[src/rtl/mimo_narrow.sv]
// mimo_narrow: wide-to-narrow gearbox. It accepts widthIn-bit words on an
// enq handshake and emits widthOut-bit slices, LSB first, on a first/deq
// handshake. Optional flush (define MIMO_NARROW_FLUSH_EN) pads a short tail.
//
// Ports:
//   CLK, RST        clock, synchronous active-high reset
//   in_enq__ENA/_v  producer enqueue request and data
//   in_enq__RDY     a whole word fits (occupancy <= widthOut)
//   out_deq__ENA    consumer dequeue request
//   out_deq__RDY    a full slice is buffered (occupancy >= widthOut)
//   out_first       head slice, buffer LSBs
//   out_first__RDY  same as out_deq__RDY
//   flush/__RDY     (MIMO_NARROW_FLUSH_EN only) zero-pad a partial tail
module mimo_narrow #(
  parameter int widthIn  = 128,
  parameter int widthOut = 32
) (
  input  logic                CLK,
  input  logic                RST,
`ifdef MIMO_NARROW_FLUSH_EN
  input  logic                flush,
  output logic                flush__RDY,
`endif
  input  logic                in_enq__ENA,
  input  logic [widthIn-1:0]  in_enq_v,
  output logic                in_enq__RDY,
  input  logic                out_deq__ENA,
  output logic                out_deq__RDY,
  output logic [widthOut-1:0] out_first,
  output logic                out_first__RDY
);

  localparam int BW = widthIn + widthOut;
  localparam int CW = $clog2(BW) + 1;

  localparam logic [CW-1:0] C_IN  = CW'(widthIn);
  localparam logic [CW-1:0] C_OUT = CW'(widthOut);

  logic [BW-1:0] r_buf;
  logic [CW-1:0] r_cnt;

  logic [BW-1:0] w_buf_nxt;
  logic [CW-1:0] w_cnt_nxt;
  logic [BW-1:0] w_base;
  logic [CW-1:0] w_pos;
  logic [BW-1:0] w_ins;
  logic [BW-1:0] w_ins_mask;
  logic          w_enq_fire;
  logic          w_deq_fire;

  assign in_enq__RDY    = (r_cnt <= C_OUT);
  assign out_deq__RDY   = (r_cnt >= C_OUT);
  assign out_first__RDY = out_deq__RDY;
  assign out_first      = r_buf[widthOut-1:0];

  assign w_enq_fire = in_enq__ENA && in_enq__RDY;
  assign w_deq_fire = out_deq__ENA && out_deq__RDY;

  // On a simultaneous enq/deq the shift happens first, so the new word
  // lands at c-widthOut; both paths use one insertion point.
  assign w_base = w_deq_fire ? (r_buf >> widthOut) : r_buf;
  assign w_pos  = w_deq_fire ? (r_cnt - C_OUT) : r_cnt;

  assign w_ins      = BW'(in_enq_v) << w_pos;
  assign w_ins_mask = BW'({widthIn{1'b1}}) << w_pos;

`ifdef MIMO_NARROW_FLUSH_EN
  logic [BW-1:0] w_low_mask;
  logic          w_flush_fire;

  assign flush__RDY   = (r_cnt != '0) && (r_cnt < C_OUT);
  // enq wins; a flush that collides with it is dropped
  assign w_flush_fire = flush && flush__RDY && !w_enq_fire;
  assign w_low_mask   = ~({BW{1'b1}} << r_cnt);
`endif

  always_comb begin
    w_buf_nxt = w_base;
    w_cnt_nxt = r_cnt;
    if (w_enq_fire) begin
      w_buf_nxt = (w_base & ~w_ins_mask) | w_ins;
    end
    unique case ({w_enq_fire, w_deq_fire})
      2'b10:   w_cnt_nxt = r_cnt + C_IN;
      2'b01:   w_cnt_nxt = r_cnt - C_OUT;
      2'b11:   w_cnt_nxt = r_cnt + C_IN - C_OUT;
      default: w_cnt_nxt = r_cnt;
    endcase
`ifdef MIMO_NARROW_FLUSH_EN
    // clear the pad bits so the tail leaves as one zero-filled slice
    if (w_flush_fire) begin
      w_buf_nxt = r_buf & w_low_mask;
      w_cnt_nxt = C_OUT;
    end
`endif
  end

  always_ff @(posedge CLK) begin
    if (RST) begin
      r_buf <= '0;
      r_cnt <= '0;
    end else begin
      r_buf <= w_buf_nxt;
      r_cnt <= w_cnt_nxt;
    end
  end

endmodule

[config.mk]
export PLATFORM = sky130hd
export DESIGN_NAME = mimo_narrow
export DESIGN_NICKNAME = d
export VERILOG_FILES = /design/src/rtl/mimo_narrow.sv
export SDC_FILE = /design/constraint.sdc
export NUM_CORES = 1
export LEC_CHECK = 0
export CAP_MARGIN = 10
export CORE_MARGIN = 5
export CORE_UTILIZATION = 35
export CTS_CLUSTER_SIZE = 16
export DETAILED_ROUTE_END_ITERATION = 10
export HOLD_SLACK_MARGIN = 0.05
export PLACE_DENSITY = 0.57
export SLEW_MARGIN = 20
export SYNTH_ARGS = -nofsm -noshare
export SYNTH_HDL_FRONTEND = slang
export SYNTH_SLANG_ARGS = --single-unit
[constraint.sdc]
create_clock -name CLK -period 8 [get_ports CLK]
set_clock_uncertainty 0.05 [all_clocks]
set_input_delay 2.4 -clock CLK [delete_from_list [all_inputs] [get_ports CLK]]
set_output_delay 2.4 -clock CLK [all_outputs]
set_load 0.02 [all_outputs]
**Word level (Yosys, flattened, before mapping)**

Index checks and enable logic that the tools add are counted.

- $add $sub $neg: 3
- $mul: 0
- Div/mod/pow operators: 0
- $lt $le $gt $ge: 2
- Equality and inequality tests: 3
- Shift-type cells: 2
- Multiplexer cells: 4
- Bitwise operators: 3
- Reduce and logical (&&, ||, !) cells: 3

Operator list:

| kind | count |
|---|---|
| 2-to-1 mux 160 bit | 2 |
| bitwise AND 160 bit | 1 |
| NOT 160 bit | 1 |
| bitwise OR 160 bit | 1 |
| left shift 128 x 9 -> 160 bit | 1 |
| left shift 128 x 9 -> 160 bit, first input constant | 1 |
| case mux 9 bit (3 select lines) | 1 |
| subtractor 9 x 6 -> 9 bit, second input constant | 2 |
| adder 9 x 8 -> 9 bit, second input constant | 1 |
| greater-or-equal comparator 9 x 6 -> 1 bit, second input constant | 1 |
| <= comparator 9 x 6 -> 1 bit, second input constant | 1 |
| 2-to-1 mux 9 bit | 1 |
| == test 2 bit, second input constant | 2 |
| nonzero test 3 bit | 1 |
| == test 2 x 1 -> 1 bit, second input constant | 1 |
| logical AND 1 bit | 2 |

- Register bits after elaboration: 169
- Bits in latches: 0
- RAM bits: 0
- ROM bits: 0
- Input bits: 132
- Output and inout port bits: 35
- Memories: 0

**Longest topological paths before layout**

- Depth after elaboration: 8
- Mapped depth: 17
- Gate-level depth less buffers: 12

**Worst setup path before layout**

OpenSTA, ideal clock, no wires.

- Path kind: input to register
- Start: in out_deq__ENA
- End: reg r_buf[146]
- Arrival: 4,918 ps
- Required time: 7,825 ps
- Path slack: 2,907 ps
- Cell stages on the path: 13
- Buffers on the path: 6
- Cell sequence: buf_2 -> nand3_1 -> inv_1 -> buf_2 -> clkbuf_1 -> ha_1 -> buf_2 -> buf_2 -> clkbuf_1 -> mux2i_1 -> nor2_1 -> a221oi_1 -> o2bb2ai_1

- Cells in the longest elaborated chain, start to end: 7
- Elaborated cells on any way between the ends: 9
- Classes of those cells: 2 x shift; 3 x mux; 3 x bitwise; 1 x reduce/logical

Ends and longest elaborated chain:

| what | RTL line | RTL |
|---|---|---|
| start: declaration | 27 | `input logic out_deq__ENA,` |
| logical AND 1 bit * | 57 | `assign w_deq_fire = out_deq__ENA && out_deq__RDY;` |
| 2-to-1 mux 9 bit | 62 | `assign w_pos = w_deq_fire ? (r_cnt - C_OUT) : r_cnt;` |
| left shift 128 x 9 -> 160 bit | 65 | `assign w_ins_mask = BW'({widthIn{1'b1}}) << w_pos;` |
| NOT 160 bit | 81 | `w_buf_nxt = (w_base & ~w_ins_mask) \| w_ins;` |
| bitwise AND 160 bit | 81 |  |
| bitwise OR 160 bit | 81 |  |
| 2-to-1 mux 160 bit * | 80 | `if (w_enq_fire) begin` |
| end signal: assignment | 103 | `r_buf <= w_buf_nxt;` |
| end: declaration | 39 | `logic [BW-1:0] r_buf;` |

Mark *: on every way between the ends. The rest lies on a longest branch, timed or not.
A chain may end at the register's enable or synchronous reset.

**Final worst setup path**

- Start: in out_deq__ENA
- End: reg r_buf[0]

Same word-level chain as after synthesis.

==> out/results.tsv <==
stage	metric	value	unit
die	die-area	32600	sq um
logic_synthesis	synth.avg_cell_area	8.49	sq um
logic_synthesis	yosysMostFrequentCell	nand2_1	
final_layout	area.growth.synth_to_final	22.1	%
final_layout	layout-drive-gt1-share	11.1	%
logic_synthesis	synth.top_cell.area_share	32.3	%
route	drt-total-wl	34300	microns
sta	setup_tns	0	ps
route	wl_per_cell	20.8	microns
clock_tree	cts_tree	done	
die	pin_count	167	
clock_tree	clk_path_buf_depth	2	
global_route	grt_pass1_wl	53600	microns
logic_synthesis	synth-simple-area-share	18.2	%
setup_path	worst_path_largest_cell_delay	720	ps
logic_synthesis	synth_edf_count	0	
route	dr.pass1.iters	5	
final_layout	stdcell_count	1650	
power_and_ir_drop	leakage	0.00442	uW
sta	period_needed	5620	ps
clock_tree	hold_buffers	0	
logic_synthesis	yosys.area.top_type	dfxtp_1	
logic_synthesis	synth_top_family_by_area	compound AO/OA/AOI/OAI gates	
job	maxCapViolations	0	
logic_synthesis	synth_ff_type	dfxtp_1	
setup_path	crit_fanout	34	
logic_synthesis	synthTopCellsByCount	nand2_1, dfxtp_1, nor2_1, a311oi_1, mux2i_1	
route	drc	0	
setup_path	cp_cell_sequence	clkdlybuf4s50_1 -> inv_1 -> nor4_1 -> o311a_2 -> nand3_2 -> buf_4 -> a311oi_1	
setup_path	startpoint_type	input pin	
sta	slew_violations	0	
die	rows	62	
route	drtIter0Drc	681	
sta	maxSlewHeadroom	34.3	%
sta	grt_setup_unrepaired	false	
die	start_util	35.5	%
clock_tree	path_clk_slew	70	ps
setup_path	crit_type	in2reg	
final_layout	nNetsFinal	1390	
logic_synthesis	synthXorXnorAreaFrac	0.332	%
logic_synthesis	synth.mux.area_fraction	18.0	%
global_route	grt_pass1_vias	9362	
logic_synthesis	synthArstFlopShare	0	%
placement	port_buffers	166	
power_and_ir_drop	power_density	432	nW/um^2
logic_synthesis	yosysWarnings	0	
final_layout	fillers	2857	
placement	dp.cells	1618	
global_route	grt_start_max_net_pins	168	
clock_tree	clkSinkCount	164	
clock_tree	htree_levels	4	
route	via_per_inst	5.78	
logic_synthesis	synth_cell_types	58	
setup_path	endpoint_kind	flip-flop	
route	vias	9534	
logic_synthesis	synth_fp_nets	1336	
die	die_w	181	microns
sta	setup_slack	2380	ps
setup_path	slowest_stage	nor4_1	
final_layout	fin_util	43.3	%
die	fp.coreArea	28700	sq um
sta	hold_ws	410	ps
clock_tree	cts_resized	0	
logic_synthesis	ys_top_cells_by_area	dfxtp_1, a311oi_1, nand2_1	
clock_tree	clock_latency	430	ps
global_route	overflow	0	
setup_path	crit_arrival	5890	ps
logic_synthesis	seq_area_frac_synth	32.3	%
global_route	grt_usage	20.3	%
min_path	min_path_type	reg2reg	
clock_tree	ctsRootBufferMaster	clkbuf_16	
outcome	outcome	finished, final reports clean	
die	die_h	181	microns
logic_synthesis	synthCells	1199	
logic_synthesis	synth_compound_area_share	22.9	%
placement	place_hpwl	21700	microns
logic_synthesis	synth.cell_area	10200	sq um
power_and_ir_drop	peakVddDrop	329	uV
clock_tree	cts_setup_buffers	0	
logic_synthesis	ys_ff_latch	164	
logic_synthesis	synth_fa_ha_area_share	0.615	%
final_layout	seqCellArea	3280	sq um
sta	fmax	0.178	GHz
placement	preCtsSetupSlack	1970	ps
sta	finalCritPeriodShare	70.2	%
final_layout	multi_input_area	6170	sq um
final_layout	antenna_cells	0	
sta	finalHoldViolations	0	
setup_path	cp.required	8270	ps
sta	max_slew.worst_pin.slew	985	ps
route	antenna_left	0	
global_route	antenna_found_initial	0	
clock_tree	cts_buffers	17	
sta	setup-violations-final	0	
placement	globalplace.congestion	0.925	
[kinds of logic (layout without fill, tap and decap cells)]
| logic type | after synthesis | in the layout |
|---|---|---|
| and+or+nand+nor | 413 | 413 |
| DFF | 164 | 164 |
| buffers and inverters | 160 | 227 |
| adders and majority gates | 5 | 5 |
| AOI/OAI and AO/OA | 306 | 306 |
| muxes | 148 | 148 |
| xor gates and xnor gates | 3 | 3 |
[power breakdown]
part           total [uW]  internal [uW]  switching, uW  leakage [uW]
clock                 877            501            376      0.000299
sequential           1380           1170            210       0.00134
combinational        3110           1260           1850       0.00278
total                5370           2940           2430       0.00442
[worst max-delay path: cells and delay by family]
kind                   cells  cell delay [ps]
AOI/OAI and AO/OA          2              690
buffers and inverters      3             1470
and+or+nand+nor            2             1290
[path summary, 6_finish.rpt]
path                                       startpoint                    end  slack (ps)  cells past startpoint
worst min-delay path            r_buf[130]$_SDFF_PP0_  r_buf[130]$_SDFF_PP0_         410                      1
worst max register to register  r_cnt[5]$_SDFFE_PP0P_  r_buf[141]$_SDFF_PP0_        3330                     14
worst min register to register  r_buf[130]$_SDFF_PP0_  r_buf[130]$_SDFF_PP0_         410                      1
worst max-delay path                     out_deq__ENA    r_buf[0]$_SDFF_PP0_        2380                      7
[state kept, by name (all words and copies together) (netlist names)]
name	cells
r_cnt	4
r_buf	160
[routing by layer]
layer,wire length (microns),vias to the layer above,GRT usage (%)
met3,1920,49,4.24
met4,795,0,5.84
li1,-,4557,-
met1,15900,4599,27.8
met5,0,-,0
met2,15700,329,32.4
[per-stage QoR]
| stage | cell area [sq um] | total power [uW] |
|---|---|---|
| after floorplan | 10200 | 3680 |
| final | 12400 | 5370 |
| after global routing | 12400 | 5720 |
| after global placement | 11800 | 4470 |
| after CTS | 12400 | 5390 |
| after detailed placement | 11800 | 4490 |
[cells in the final DEF (no fill, tap or decap), types with 18 or more instances in the layout]
cell	synthesis	final
nor3b_1	29	29
mux2_2	45	45
buf_4	36	18
a211oi_1	31	31
dfxtp_1	164	164
nand2_1	202	202
mux4_2	23	23
o22ai_1	29	29
a21oi_1	47	47
nor2b_1	22	22
a311oi_1	88	88
nor2_1	107	106
a221oi_1	31	31
clkdlybuf4s50_1	0	165
mux2i_1	74	74
o2bb2ai_1	25	25
[final cells by class]
type	instances	share of cell area [%]
Multi-Input combinational cell	875	49.7
Sequential cell	164	26.4
Inverter	9	0.282
Clock inverter	15	1.56
Clock buffer	17	3.42
Timing Repair Buffer	186	14.8
Tap cell	384	3.87
Note: power is estimated with default switching activity, not from simulation.
